==> src/rtl/mant_mul_arbiter_if.sv <==
// Request/response bundle between the FP units and the shared mantissa
// multiplier arbiter. Requesters and the response consumer use the master
// view; the arbiter uses the slave view.
interface mant_mul_arbiter_if #(
  parameter int N_REQ = 4,
  parameter int ID_W  = 2
);
  // Per-requester operation request; operand i lives at [24*i+23:24*i].
  logic [N_REQ-1:0]    req_valid;
  logic [N_REQ-1:0]    req_ready;
  logic [24*N_REQ-1:0] req_a;
  logic [24*N_REQ-1:0] req_b;

  // Single shared response channel.
  logic                rsp_valid;
  logic                rsp_ready;
  logic [ID_W-1:0]     rsp_id;
  logic [47:0]         rsp_product;

  modport master (
    output req_valid, req_a, req_b, rsp_ready,
    input  req_ready, rsp_valid, rsp_id, rsp_product
  );

  modport slave (
    input  req_valid, req_a, req_b, rsp_ready,
    output req_ready, rsp_valid, rsp_id, rsp_product
  );
endinterface

==> src/rtl/mant_mul_arbiter.sv <==
// Round-robin arbiter sharing one combinational 24x24 unsigned mantissa
// multiplier (radix-4 Booth partial products, carry-save Wallace reduction)
// among N_REQ requesters. Operands are registered in front of the multiplier
// (stage 1) and the 48-bit product behind it (stage 2). A single stall signal
// freezes the whole pipeline while the response is not accepted.

// Combinational 24x24 unsigned multiplier.
// The multiplier b is zero-extended to 26 bits so the top Booth digit is never
// negative. Every partial product is kept as a 48-bit two's-complement value;
// since the exact product fits in 48 bits, summing mod 2^48 is exact.
module mant_booth_mul (
  input  logic [23:0] a,
  input  logic [23:0] b,
  output logic [47:0] p
);
  localparam int N_PP = 13;

  // b with an implicit zero below bit 0 and two zero bits above bit 23:
  // b_win[k+1] == b[k], so digit j looks at b_win[2j+2:2j].
  logic [26:0] b_win;
  logic [47:0] a_ext;
  logic [47:0] pp [N_PP];

  assign b_win = {2'b00, b, 1'b0};
  assign a_ext = {24'd0, a};

  function automatic logic [47:0] csa_sum(input logic [47:0] x, input logic [47:0] y,
                                          input logic [47:0] z);
    return x ^ y ^ z;
  endfunction

  function automatic logic [47:0] csa_carry(input logic [47:0] x, input logic [47:0] y,
                                            input logic [47:0] z);
    return ((x & y) | (x & z) | (y & z)) << 1;
  endfunction

  // Booth recoding: digit in {-2,-1,0,+1,+2}, weighted by 4^j.
  for (genvar gi = 0; gi < N_PP; gi++) begin : g_pp
    logic [2:0]  trip;
    logic        one;
    logic        two;
    logic        neg;
    logic [47:0] mag;
    logic [47:0] sgn;

    assign trip = b_win[2*gi+2 : 2*gi];
    assign one  = trip[1] ^ trip[0];
    assign two  = (trip == 3'b100) || (trip == 3'b011);
    assign neg  = trip[2];
    assign mag  = one ? a_ext : (two ? (a_ext << 1) : 48'd0);
    // A "-0" digit (111) yields ~0+1 == 0, so no special case is needed.
    assign sgn  = neg ? (~mag + 48'd1) : mag;
    assign pp[gi] = sgn << (2 * gi);
  end

  // Wallace reduction 13 -> 9 -> 6 -> 4 -> 3 -> 2, then one carry-propagate add.
  logic [47:0] l1 [9];
  logic [47:0] l2 [6];
  logic [47:0] l3 [4];
  logic [47:0] l4 [3];
  logic [47:0] l5 [2];

  for (genvar gi = 0; gi < 4; gi++) begin : g_l1
    assign l1[2*gi]   = csa_sum  (pp[3*gi], pp[3*gi+1], pp[3*gi+2]);
    assign l1[2*gi+1] = csa_carry(pp[3*gi], pp[3*gi+1], pp[3*gi+2]);
  end
  assign l1[8] = pp[12];

  for (genvar gi = 0; gi < 3; gi++) begin : g_l2
    assign l2[2*gi]   = csa_sum  (l1[3*gi], l1[3*gi+1], l1[3*gi+2]);
    assign l2[2*gi+1] = csa_carry(l1[3*gi], l1[3*gi+1], l1[3*gi+2]);
  end

  for (genvar gi = 0; gi < 2; gi++) begin : g_l3
    assign l3[2*gi]   = csa_sum  (l2[3*gi], l2[3*gi+1], l2[3*gi+2]);
    assign l3[2*gi+1] = csa_carry(l2[3*gi], l2[3*gi+1], l2[3*gi+2]);
  end

  assign l4[0] = csa_sum  (l3[0], l3[1], l3[2]);
  assign l4[1] = csa_carry(l3[0], l3[1], l3[2]);
  assign l4[2] = l3[3];

  assign l5[0] = csa_sum  (l4[0], l4[1], l4[2]);
  assign l5[1] = csa_carry(l4[0], l4[1], l4[2]);

  assign p = l5[0] + l5[1];
endmodule

module mant_mul_arbiter #(
  parameter int N_REQ = 4,
  parameter int ID_W  = 2,
  parameter int CNT_W = 32
) (
  input  logic               clk,
  input  logic               rst,
  mant_mul_arbiter_if.slave  bus,
  output logic               busy,
  output logic [CNT_W-1:0]   issue_cnt
);
  // Pipeline state.
  logic             s1_valid_reg;
  logic [23:0]      s1_a_reg;
  logic [23:0]      s1_b_reg;
  logic [ID_W-1:0]  s1_id_reg;
  logic             s2_valid_reg;
  logic [47:0]      s2_product_reg;
  logic [ID_W-1:0]  s2_id_reg;
  logic [ID_W-1:0]  rr_ptr_reg;
  logic [CNT_W-1:0] issue_cnt_reg;

  // Arbitration signals.
  logic             en;
  logic [ID_W:0]    cand_sum   [N_REQ];
  logic [ID_W-1:0]  cand_idx   [N_REQ];
  logic [N_REQ-1:0] cand_valid;
  logic [ID_W-1:0]  grant;
  logic             found;
  logic             accept;
  logic [23:0]      grant_a;
  logic [23:0]      grant_b;
  logic [47:0]      mul_product;

  // The only back-pressure source is an unaccepted response in stage 2.
  assign en = !(s2_valid_reg && !bus.rsp_ready);

  // Candidate k is the requester k+1 places after the last winner, wrapping
  // at N_REQ (which need not be a power of two).
  for (genvar gi = 0; gi < N_REQ; gi++) begin : g_cand
    assign cand_sum[gi]   = {1'b0, rr_ptr_reg} + (ID_W+1)'(gi + 1);
    assign cand_idx[gi]   = (cand_sum[gi] >= (ID_W+1)'(N_REQ))
                          ? ID_W'(cand_sum[gi] - (ID_W+1)'(N_REQ))
                          : cand_sum[gi][ID_W-1:0];
    assign cand_valid[gi] = bus.req_valid[cand_idx[gi]];
  end

  // Pick the first requesting candidate in round-robin order.
  always_comb begin
    grant = '0;
    found = 1'b0;
    for (int k = 0; k < N_REQ; k++) begin
      if (!found && cand_valid[k]) begin
        grant = cand_idx[k];
        found = 1'b1;
      end
    end
  end

  // Only the winner sees ready, and only while the pipeline can advance.
  always_comb begin
    bus.req_ready = '0;
    if (found && en && !rst) begin
      bus.req_ready[grant] = 1'b1;
    end
  end

  assign accept  = found && en && !rst;
  assign grant_a = bus.req_a[24*grant +: 24];
  assign grant_b = bus.req_b[24*grant +: 24];

  mant_booth_mul u_mul (
    .a (s1_a_reg),
    .b (s1_b_reg),
    .p (mul_product)
  );

  // Stage 1 operand register, round-robin pointer and issue counter.
  always_ff @(posedge clk) begin
    if (rst) begin
      s1_valid_reg  <= 1'b0;
      s1_a_reg      <= '0;
      s1_b_reg      <= '0;
      s1_id_reg     <= '0;
      rr_ptr_reg    <= ID_W'(N_REQ - 1);
      issue_cnt_reg <= '0;
    end else if (en) begin
      s1_valid_reg <= accept;
      if (accept) begin
        s1_a_reg      <= grant_a;
        s1_b_reg      <= grant_b;
        s1_id_reg     <= grant;
        rr_ptr_reg    <= grant;
        issue_cnt_reg <= issue_cnt_reg + CNT_W'(1);
      end
    end
  end

  // Stage 2 product register; it holds while the response is stalled.
  always_ff @(posedge clk) begin
    if (rst) begin
      s2_valid_reg   <= 1'b0;
      s2_product_reg <= '0;
      s2_id_reg      <= '0;
    end else if (en) begin
      s2_valid_reg   <= s1_valid_reg;
      s2_product_reg <= mul_product;
      s2_id_reg      <= s1_id_reg;
    end
  end

  assign bus.rsp_valid   = s2_valid_reg;
  assign bus.rsp_product = s2_product_reg;
  assign bus.rsp_id      = s2_id_reg;
  assign busy            = s1_valid_reg | s2_valid_reg;
  assign issue_cnt       = issue_cnt_reg;
endmodule

==> src/flat_wrapper.sv <==
// flat-port wrapper written by rule: the top's interface ports become plain ports
module mant_mul_arbiter_flat 
#(
  parameter int N_REQ = 4,
  parameter int ID_W  = 2,
  parameter int CNT_W = 32
)
  (clk, rst, busy, issue_cnt, bus_req_valid, bus_req_a, bus_req_b, bus_rsp_ready, bus_req_ready, bus_rsp_valid, bus_rsp_id, bus_rsp_product);
  mant_mul_arbiter_if #(.N_REQ(N_REQ), .ID_W(ID_W)) bus_i ();
  input  logic clk;
  input  logic rst;
  output logic busy;
  output logic [CNT_W-1:0] issue_cnt;
  input wire logic [$bits(bus_i.req_valid)-1:0] bus_req_valid;
  input wire logic [$bits(bus_i.req_a)-1:0] bus_req_a;
  input wire logic [$bits(bus_i.req_b)-1:0] bus_req_b;
  input wire logic [$bits(bus_i.rsp_ready)-1:0] bus_rsp_ready;
  output wire logic [$bits(bus_i.req_ready)-1:0] bus_req_ready;
  output wire logic [$bits(bus_i.rsp_valid)-1:0] bus_rsp_valid;
  output wire logic [$bits(bus_i.rsp_id)-1:0] bus_rsp_id;
  output wire logic [$bits(bus_i.rsp_product)-1:0] bus_rsp_product;
  assign bus_i.req_valid = bus_req_valid;
  assign bus_i.req_a = bus_req_a;
  assign bus_i.req_b = bus_req_b;
  assign bus_i.rsp_ready = bus_rsp_ready;
  assign bus_req_ready = bus_i.req_ready;
  assign bus_rsp_valid = bus_i.rsp_valid;
  assign bus_rsp_id = bus_i.rsp_id;
  assign bus_rsp_product = bus_i.rsp_product;
  mant_mul_arbiter #(.N_REQ(N_REQ), .ID_W(ID_W), .CNT_W(CNT_W)) u_core (.clk(clk), .rst(rst), .bus(bus_i), .busy(busy), .issue_cnt(issue_cnt));
endmodule
==> config.mk <==
export PLATFORM = sky130hd
export DESIGN_NAME = mant_mul_arbiter_flat
export DESIGN_NICKNAME = d
export VERILOG_FILES = /design/src/rtl/mant_mul_arbiter_if.sv /design/src/rtl/mant_mul_arbiter.sv /design/src/flat_wrapper.sv
export SDC_FILE = /design/constraint.sdc
export NUM_CORES = 2
export LEC_CHECK = 0
export CORE_MARGIN = 4
export CORE_UTILIZATION = 25
export DETAILED_ROUTE_END_ITERATION = 8
export GPL_TIMING_DRIVEN = 1
export SYNTH_ARGS = -nofsm -noshare
export SYNTH_HDL_FRONTEND = slang
export SYNTH_SLANG_ARGS = --single-unit
==> constraint.sdc <==
create_clock -name clk -period 21 [get_ports clk]
set_input_delay 4.2 -clock clk [delete_from_list [all_inputs] [get_ports clk]]
set_output_delay 4.2 -clock clk [all_outputs]
set_load 0.02 [all_outputs]
==> results.ini <==
[place]
io_buffer_count=286
post-place-ws_ns=9.74
dpl.hpwl_mm=110
dp.cells=6014
place_congestion=0.982

[floorplan]
ios=287
die_w_microns=365
initial_core_util_pct=25.3
die-area_sq_um=133000
coreArea_sq_um=126000
rows=130
die_h_microns=365

[route]
wl_mm=142
dr_total_vias=32900
post_drt_wl_per_cell_microns=23.4
first_pass_iters=7
drc_errors=0
vias_per_cell=5.45
detail-route-antenna-nets=0
drtIter0Drc=4451

[setup_path]
cp.arrival_ns=7.07
start_kind=input port
crit_start=bus_req_valid[3]
crit_type=in2out
crit_path_end_kind=primary output
crit_required_ns=16.80
path_max_fanout=97
crit-reg2reg-launch=u_core.s1_b_reg[15]

[clocking]
cts_tree=done
worstSkewPairLatency_ns=0.52
htreeDepth=4
cts_hold_buf=0
cts_root_buf=clkbuf_16
ctsResizeCount=0
cts_setup_buffers=0
cts_buffer_depth=2
clk_pin_slew_worst_paths_ns=0.06
cts_sinks=136
cts_buffers=17

[synthesis]
synth_top_area_share_pct=22.4
synthesis.area_sq_um=31800
synth_area_leader_cell=fa_1
ys.flop_type=dfxtp_1
ys_top_cells_by_count=652 x nand2_1, 394 x inv_1, 356 x fa_1
synth.most_common_cell=nand2_1
ys_seq_elements=136
syn_nets=5015
synth.avg_cell_area_sq_um=7.34
yosysWarningCount=0
synthCells=4337
synthArstFlopShare_pct=0
synth-edff-count=0
ys_seq_area_share_pct=8.55
yosys-top-cells-area=fa_1 22%, dfxtp_1 8.6%, nand2_1 7.7%
netlist-cell-type-count=100

[timing]
grt_setup_unrepaired=no
tightest_slew_ns=1.17
fin_crit_sh_pct=53.7
hold_viol=0
slew_viol_final=0
slew_headroom_pct=21.8
clock.fmax_mhz=88.7
layout_min_cycle_time_ns=11.27
setup_viol=0
final.setup.tns_ns=0
finClkSkew_ns=0.0227
setup_ws_ns=9.73

[global_routing]
grt_max_degree=98
grt_pass1_vias=31600
grt_pass1_wl_mm=209
antenna_found_initial=1
grt_overflow=0
grt_util_all_layers_pct=20.9

[finish]
syn2layout_area_growth_pct=15.6
drive_gt1_share_pct=5.46
n_fill_cell=13500
layout.nets=5061
instances_no_fill=6046
n_antenna_cell=0
largest_reg_flops=48

[outcome]
status=finished clean

[hold_path]
min_path_type=reg2reg
worstHoldStart=u_core.bus.rsp_product[37]

[job]
drv_cap=0

[final timing paths]
| kind | to | cells after the start | slack (ns) |
|---|---|---|---|
| worst min-delay path | u_core.bus.rsp_product[37] | 2 | 0.45 |
| worst min register to register | u_core.bus.rsp_product[37] | 2 | 0.45 |
| worst max register to register | u_core.bus.rsp_product[47] | 32 | 10.57 |
| worst max-delay path | bus_req_ready[3] | 7 | 9.73 |
[stage by stage]
stage / util [%] / hold slack (ns) / instance area [sq um]
floorplan: - / 0.433 / 31800
global placement: 28.7 / 0.439 / 36200
detailed placement: 28.7 / 0.445 / 36200
CTS: 29.2 / 0.452 / 36800
global route: 29.2 / 0.468 / 36800
finish: 29.2 / 0.448 / 36800
[per-layer routing]
layer / global-route usage (%) / part of all wire (%)
met1: 27.0 / 40
met2: 33.3 / 45
met3: 4.46 / 9.9
met4: 9.51 / 5.1
met5: 0 / 0.0078
[layout make-up]
cell class	instances	area, sq um	area share [%]
flip-flops and latches	136	2730	7.43
multi-input cells	3420	26200	71.3
clock buffers	21	450	1.22
well taps	1650	2060	5.61
inverters	419	1570	4.28
clock inverters	11	116	0.316
repair buffers	389	3640	9.89
[logic make-up after synthesis]
family	share of synthesized area [%]
xor+xnor	8.81
fa+ha+maj	27.2
buf+inv	9.32
flops	8.55
compound gates	24.4
mux	1.30
simple gates	20.4
[layout by cell type, fill, tap and decap left out, types with 26 or more instances in the layout]
cell type / n
or3_1: 32
nor2b_1: 29
o22ai_1: 71
o21a_1: 27
ha_1: 121
o21ai_0: 272
o31ai_1: 107
and3_1: 28
xnor2_1: 202
nand2b_1: 65
clkdlybuf4s50_1: 285
a21o_1: 41
o211ai_1: 26
fa_1: 356
nor3_1: 50
inv_1: 394
a22oi_1: 93
a21oi_1: 229
nor2_1: 225
a31oi_1: 55
a211oi_1: 41
nand3_1: 181
buf_4: 103
and2_1: 38
nand2_1: 652
dfxtp_1: 129
xor2_1: 111
[worst max-delay path: stages]
cell and delay (ns):
clkdlybuf4s50_1 0.65, a31oi_1 0.12, o21ai_0 0.21, o21a_4 0.89, nand2_1 0.23, nor2_1 0.16
clkdlybuf4s50_1 0.62
Power is not shown: default switching activity piles up to over one toggle a cycle in this logic, so the estimate is an artifact.
